## src/rtl/bpu_btb_predictor.sv

```systemverilog
// rtl/bpu_btb_predictor.sv - fetch PC generator with direct-mapped BTB and 2-bit direction counters
module bpu_btb_predictor #(
  parameter int          FETCH_WIDTH = 4,
  parameter int          BTB_DEPTH   = 64,
  parameter int          TAG_W       = 10,
  parameter logic [31:0] RESET_PC    = 32'h1c00_0000
) (
  input  logic                           clk,
  input  logic                           a_rst,
  input  logic                           next_i,
  input  logic                           redirect_i,
  input  logic [31:0]                    redirect_pc_i,
  input  logic                           upd_valid_i,
  input  logic [31:0]                    upd_pc_i,
  input  logic [31:0]                    upd_target_i,
  input  logic                           upd_taken_i,
  output logic [31:0]                    pc_o,
  output logic [31:0]                    npc_o,
  output logic [FETCH_WIDTH-1:0]         valid_o,
  output logic                           pred_taken_o,
  output logic [$clog2(FETCH_WIDTH)-1:0] pred_slot_o
);
  localparam int SW    = $clog2(FETCH_WIDTH);
  localparam int OFS   = SW + 2;
  localparam int IDX_W = $clog2(BTB_DEPTH);
  localparam int PW    = 32 - OFS;

  logic [31:0]      pc_q, npc_d;
  logic             btb_v_q   [BTB_DEPTH];
  logic [TAG_W-1:0] btb_tag_q [BTB_DEPTH];
  logic [31:0]      btb_tgt_q [BTB_DEPTH];
  logic [1:0]       cnt_q     [BTB_DEPTH];

  logic [SW-1:0]    start_slot, hit_slot;
  logic             hit_any;
  logic [31:0]      hit_tgt, slot_addr;
  logic [IDX_W-1:0] l_idx, u_idx;
  logic [TAG_W-1:0] l_tag, u_tag;
  logic             u_hit, fetch_ok;

  assign start_slot = pc_q[OFS-1:2];

  // Scan from the top slot down so the last assignment is the lowest hitting slot
  always_comb begin
    hit_any   = 1'b0;
    hit_slot  = '0;
    hit_tgt   = '0;
    slot_addr = '0;
    l_idx     = '0;
    l_tag     = '0;
    for (int i = FETCH_WIDTH - 1; i >= 0; i--) begin
      slot_addr = {pc_q[31:OFS], SW'(i), 2'b00};
      l_idx     = slot_addr[IDX_W+1:2];
      l_tag     = slot_addr[TAG_W+IDX_W+1:IDX_W+2];
      if (SW'(i) >= start_slot && btb_v_q[l_idx] && btb_tag_q[l_idx] == l_tag && cnt_q[l_idx][1]) begin
        hit_any  = 1'b1;
        hit_slot = SW'(i);
        hit_tgt  = btb_tgt_q[l_idx];
      end
    end
  end

  assign fetch_ok = next_i && !redirect_i && !a_rst;

  always_comb begin
    valid_o = '0;
    for (int i = 0; i < FETCH_WIDTH; i++) begin
      valid_o[i] = fetch_ok && (SW'(i) >= start_slot) && (!hit_any || SW'(i) <= hit_slot);
    end
  end

  always_comb begin
    if (redirect_i)   npc_d = {redirect_pc_i[31:2], 2'b00};
    else if (!next_i) npc_d = pc_q;
    else if (hit_any) npc_d = hit_tgt;
    else              npc_d = {pc_q[31:OFS] + PW'(1), {OFS{1'b0}}};
  end

  assign pc_o         = pc_q;
  assign npc_o        = a_rst ? RESET_PC : npc_d;
  assign pred_taken_o = hit_any;
  assign pred_slot_o  = hit_slot;

  always_ff @(posedge clk or posedge a_rst) begin
    if (a_rst) pc_q <= RESET_PC;
    else       pc_q <= npc_d;
  end

  assign u_idx = upd_pc_i[IDX_W+1:2];
  assign u_tag = upd_pc_i[TAG_W+IDX_W+1:IDX_W+2];
  assign u_hit = btb_v_q[u_idx] && btb_tag_q[u_idx] == u_tag;

  always_ff @(posedge clk or posedge a_rst) begin
    if (a_rst) begin
      for (int k = 0; k < BTB_DEPTH; k++) btb_v_q[k] <= 1'b0;
    end else if (upd_valid_i && upd_taken_i) begin
      btb_v_q[u_idx] <= 1'b1;
    end
  end

  // Tag/target payload needs no reset: it is only observed behind a valid bit
  always_ff @(posedge clk) begin
    if (upd_valid_i && upd_taken_i) begin
      btb_tag_q[u_idx] <= u_tag;
      btb_tgt_q[u_idx] <= upd_target_i;
    end
  end

  always_ff @(posedge clk or posedge a_rst) begin
    if (a_rst) begin
      for (int k = 0; k < BTB_DEPTH; k++) cnt_q[k] <= 2'b01;
    end else if (upd_valid_i) begin
      if (upd_taken_i && u_hit)       cnt_q[u_idx] <= (cnt_q[u_idx] == 2'b11) ? 2'b11 : cnt_q[u_idx] + 2'b01;
      else if (upd_taken_i)           cnt_q[u_idx] <= 2'b10;
      else if (u_hit)                 cnt_q[u_idx] <= (cnt_q[u_idx] == 2'b00) ? 2'b00 : cnt_q[u_idx] - 2'b01;
    end
  end

  logic unused_bits;
  assign unused_bits = ^{redirect_pc_i[1:0], upd_pc_i[31:TAG_W+IDX_W+2], upd_pc_i[1:0], slot_addr};
endmodule

```

## config.mk

```make
export PLATFORM = sky130hd
export DESIGN_NAME = bpu_btb_predictor
export DESIGN_NICKNAME = d
export VERILOG_FILES = /design/src/rtl/bpu_btb_predictor.sv
export SDC_FILE = /design/constraint.sdc
export NUM_CORES = 2
export LEC_CHECK = 0
export CORE_MARGIN = 2
export CORE_UTILIZATION = 25
export CTS_CLUSTER_SIZE = 25
export DETAILED_ROUTE_END_ITERATION = 6
export GPL_TIMING_DRIVEN = 0
export SETUP_SLACK_MARGIN = 0.5
export SYNTH_ARGS = -nofsm -noshare
export SYNTH_HDL_FRONTEND = slang
export SYNTH_SLANG_ARGS = --single-unit
```

## constraint.sdc

```tcl
create_clock -name clk -period 11 [get_ports clk]
set_input_delay 3.3 -clock clk [delete_from_list [all_inputs] [get_ports clk]]
set_output_delay 3.3 -clock clk [all_outputs]
set_load 0.05 [all_outputs]
```

==> metrics.yaml <==
status:
  run_status: "complete, but fails checks"
  failed_checks: "design-rule violations, max-capacitance violations, max-slew violations"
synth:
  ys_seq_area_share_pct: 71.3
  synth-simple-area-share_pct: 3.16
  syn_area_per_cell_um2: 19.9
  synth_edf_count: 2688
  synth-compound-area-share_pct: 4.26
  syn-cell-area_mm2: 0.121
  synth_fa_ha_area_share_pct: 0.0186
  syn_nets: 6200
  synthArstFlopShare_pct: 7.69
  synth-seq-cells: 2912
  synthXorXnorAreaFrac_pct: 0.629
  muxShareOfSynthArea_pct: 18.8
  synth_top_family_by_area: "multiplexers"
  syn_inst: 6097
  synth.distinct_cells: 92
  yosysWarnings: 0
  synthFlopType: "edfxtp_1"
timing:
  clock.fmax_ghz: 0.0922
  worst_slack_ns: 0.152
  relSlewSlack_pct: -21.3
  slew_viol_final: 193
  skew_ns: 0.101
  layout_min_cycle_time_ns: 10.85
  hold_violations: 0
  rsz0062_at_grt: "true"
  period_share_pct: 98.6
  setup_viol: 0
  tightest_slew_ns: 1.82
finish:
  fillers: 46400
  syn2layout_area_growth_pct: 21.7
  drive_gt1_share_pct: 32.9
  fin_cells: 13600
  nNetsFinal: 6927
global_route:
  grt_pass1_wl_mm: 682
  first_global_vias: 72300
  grt_max_degree: 108
  antenna_found_initial: 80
  track_usage_pct: 20.7
  grt_overflow: 0
worst_setup_path:
  crit_path_max_fanout: 10
  worstSetupPathType: "in -> reg"
  worst_setup_path_end_kind: "flop"
  slowest_delay_ns: 1.09
  critPathRequiredTime_ns: 11.80
  cp_cell_sequence: "clkdlybuf4s50_1, buf_2, buf_2, clkinvlp_4, buf_2, clkbuf_1, a221oi_1, o22ai_1, nor4_1, xnor2_1, nor4_1, a41oi_1, a21oi_1, clkbuf_1, o21ai_0"
  crit_slowest_cell: "nor4_1"
  worst_setup_path_start_kind: "primary input"
  cp.arrival_ns: 11.65
  cpMostUsedCell: "buf_2"
detailed_routing:
  vias: 76400
  drc: 102
  ant_nets: 0
  vias_per_cell: 5.63
  wire_per_inst_um: 38.7
  drt_wl_total_mm: 525
  drt_iter0_markers: 14200
  drt_pass1_iterations: 7
die:
  start_util_pct: 25.1
  rows: 255
  die_area_mm2: 0.490
  core_mm2: 0.483
  pin_count: 173
  die_y_um: 700
  die_w_um: 700
clocking:
  cts_sinks: 2912
  clk_latency_ns: 0.98
  h-tree-depth: 5
  clock_path_buffers: 4
  cts_buffers: 304
  clkTransAtPathRegs_ns: 0.07
  clock_tree.root_cell: "clkbuf_16"
  cts_tree: "done"
flow_run:
  maxCapViolCount: 19
pwr:
  p_leak_nw: 46.3
  power_density_mw_per_mm2: 177
  ir_worst_vdd_mv: 0.152
placement:
  io_buffers: 151
  hpwl_mm: 369
  dp_cells: 12900
  dp_slack_ns: -1.52
  place_congestion: 1.02
hold_path:
  hold_class: "reg -> reg"
[flip-flops by register name, summed over array words and instances, names as in the netlist]
signal     cells
btb_v_q       64
btb_tgt_q   2048
cnt_q        128
btb_tag_q    640
pc_o          32
[worst paths after layout]
path,start,to,slack [ns],cells past startpoint
setup / recovery,upd_pc_i[2],cnt_q[27],0.15,15
hold / removal,btb_v_q[8],btb_v_q[8],0.49,1
setup reg to reg,pc_o[6],pc_o[31],4.89,14
hold reg to reg,btb_v_q[8],btb_v_q[8],0.49,1
max in group asynchronous,a_rst,cnt_q[101],5.35,6
min in group asynchronous,a_rst,pc_o[8],4.11,4
[routing by layer]
metal  up-vias  track usage, %  share of wire (%)
met5         -            1.87               0.30
met4        46            10.5                6.3
met3      1602            10.3                 16
met2      6718            29.3                 41
met1     40700            25.7                 36
li1      27300               -                  -
[cells in the mapped netlist, drive strengths merged, types with 81 or more instances]
library cell | instances | area (µm²)
mux2 | 107 | 1200
mux2i | 152 | 1520
buf | 231 | 1320
o21ai | 167 | 836
edfxtp | 2688 | 80700
mux4 | 885 | 20000
a22oi | 81 | 608
nand3 | 134 | 676
dfrtp | 157 | 3930
clkbuf | 207 | 777
nand2 | 158 | 593
o22ai | 96 | 601
nor2 | 135 | 507
[final cells by class]
class / count / area [µm²] / share of cell area (%)
diodes: 71 / 178 / 0.120
plain buffers: 441 / 2600 / 1.76
clock buffers: 390 / 8160 / 5.53
clock inverters: 167 / 1880 / 1.27
inverters: 42 / 166 / 0.113
multi-input cells: 2702 / 33600 / 22.8
flip-flops and latches: 2912 / 86400 / 58.6
well taps: 6425 / 8040 / 5.45
repair buffers: 421 / 6440 / 4.37
[kinds of logic (layout without fill, tap and decap cells)]
group                    Yosys count  in the layout
flip-flops                      2912           2912
XOR/XNOR                          87             87
AND/OR/NAND/NOR                  742            742
buffers and inverters            483           1461
AO/OA/AOI/OAI                    727            727
multiplexers                    1144           1144
adder cells (fa/ha/maj)            2              2
other                              0             71
[critical path: cells and delay by family]
kind | cells | cell delay [ns]
buf+inv | 7 | 4.50
xor+xnor | 1 | 0.39
simple gates | 2 | 1.37
compound gates | 5 | 1.99
[what timing repair did]
item / in CTS / in global routing
buffers inserted: 14 / 0
pin swaps: 15 / 2
hold buffers: 0 / 0
gates resized for setup: 334 / 49
endpoints found under the setup margin: 38 / 80
[layout by cell type, fill, tap and decap left out, types with 23 or more instances in the layout]
| cell | netlist | routed |
|---|---|---|
| a221o_1 | 26 | 26 |
| mux4_2 | 859 | 859 |
| dfrtp_1 | 157 | 154 |
| a221oi_1 | 59 | 59 |
| bufinv_16 | 0 | 29 |
| or2_2 | 68 | 67 |
| clkinv_2 | 0 | 56 |
| buf_16 | 0 | 33 |
| clkbuf_16 | 0 | 312 |
| a22o_1 | 24 | 24 |
| or3_1 | 24 | 24 |
| mux2i_1 | 152 | 146 |
| inv_1 | 38 | 36 |
| o21ai_0 | 155 | 155 |
| o22ai_1 | 96 | 96 |
| xnor2_1 | 61 | 61 |
| clkbuf_1 | 207 | 206 |
| buf_4 | 26 | 75 |
| dfstp_2 | 67 | 67 |
| clkdlybuf4s50_1 | 0 | 74 |
| clkinv_1 | 3 | 51 |
| mux2_2 | 107 | 107 |
| diode_2 | 0 | 71 |
| nor2_4 | 0 | 59 |
| mux4_1 | 23 | 23 |
| buf_12 | 1 | 182 |
| nand3_1 | 133 | 132 |
| a21oi_1 | 63 | 59 |
| a22oi_1 | 81 | 81 |
| nand4_1 | 34 | 34 |
| buf_6 | 15 | 64 |
| xor2_1 | 26 | 26 |
| nor2_1 | 135 | 72 |
| buf_2 | 139 | 136 |
| nand2_1 | 158 | 158 |
| clkbuf_2 | 0 | 64 |
| edfxtp_1 | 2688 | 2688 |
| and2_1 | 29 | 26 |
[through the flow]
step	hold WS, ns	utilization (%)	TNS [ns]	instance area [µm²]	total power [mW]
2_1_floorplan	0.451	-	0	121000	14.1
3_3_place_gp	0.473	27.1	-	131000	15.5
3_5_place_dp	0.474	28.2	-41.03	136000	15.5
4_1_cts	0.490	30.5	0	147000	26.0
5_1_grt	0.505	30.5	0	147000	26.5
6_report	0.494	30.6	0	148000	26.1
[report_power, final]
group          switching (mW)  internal [mW]  total [mW]  leakage (nW)
clock                    4.59           5.98        10.6          4.90
sequential              0.160           12.2        12.4          26.9
combinational            1.99           1.14        3.13          14.5
total                    6.74           19.3        26.1          46.3
(Power assumes the default switching activity.)
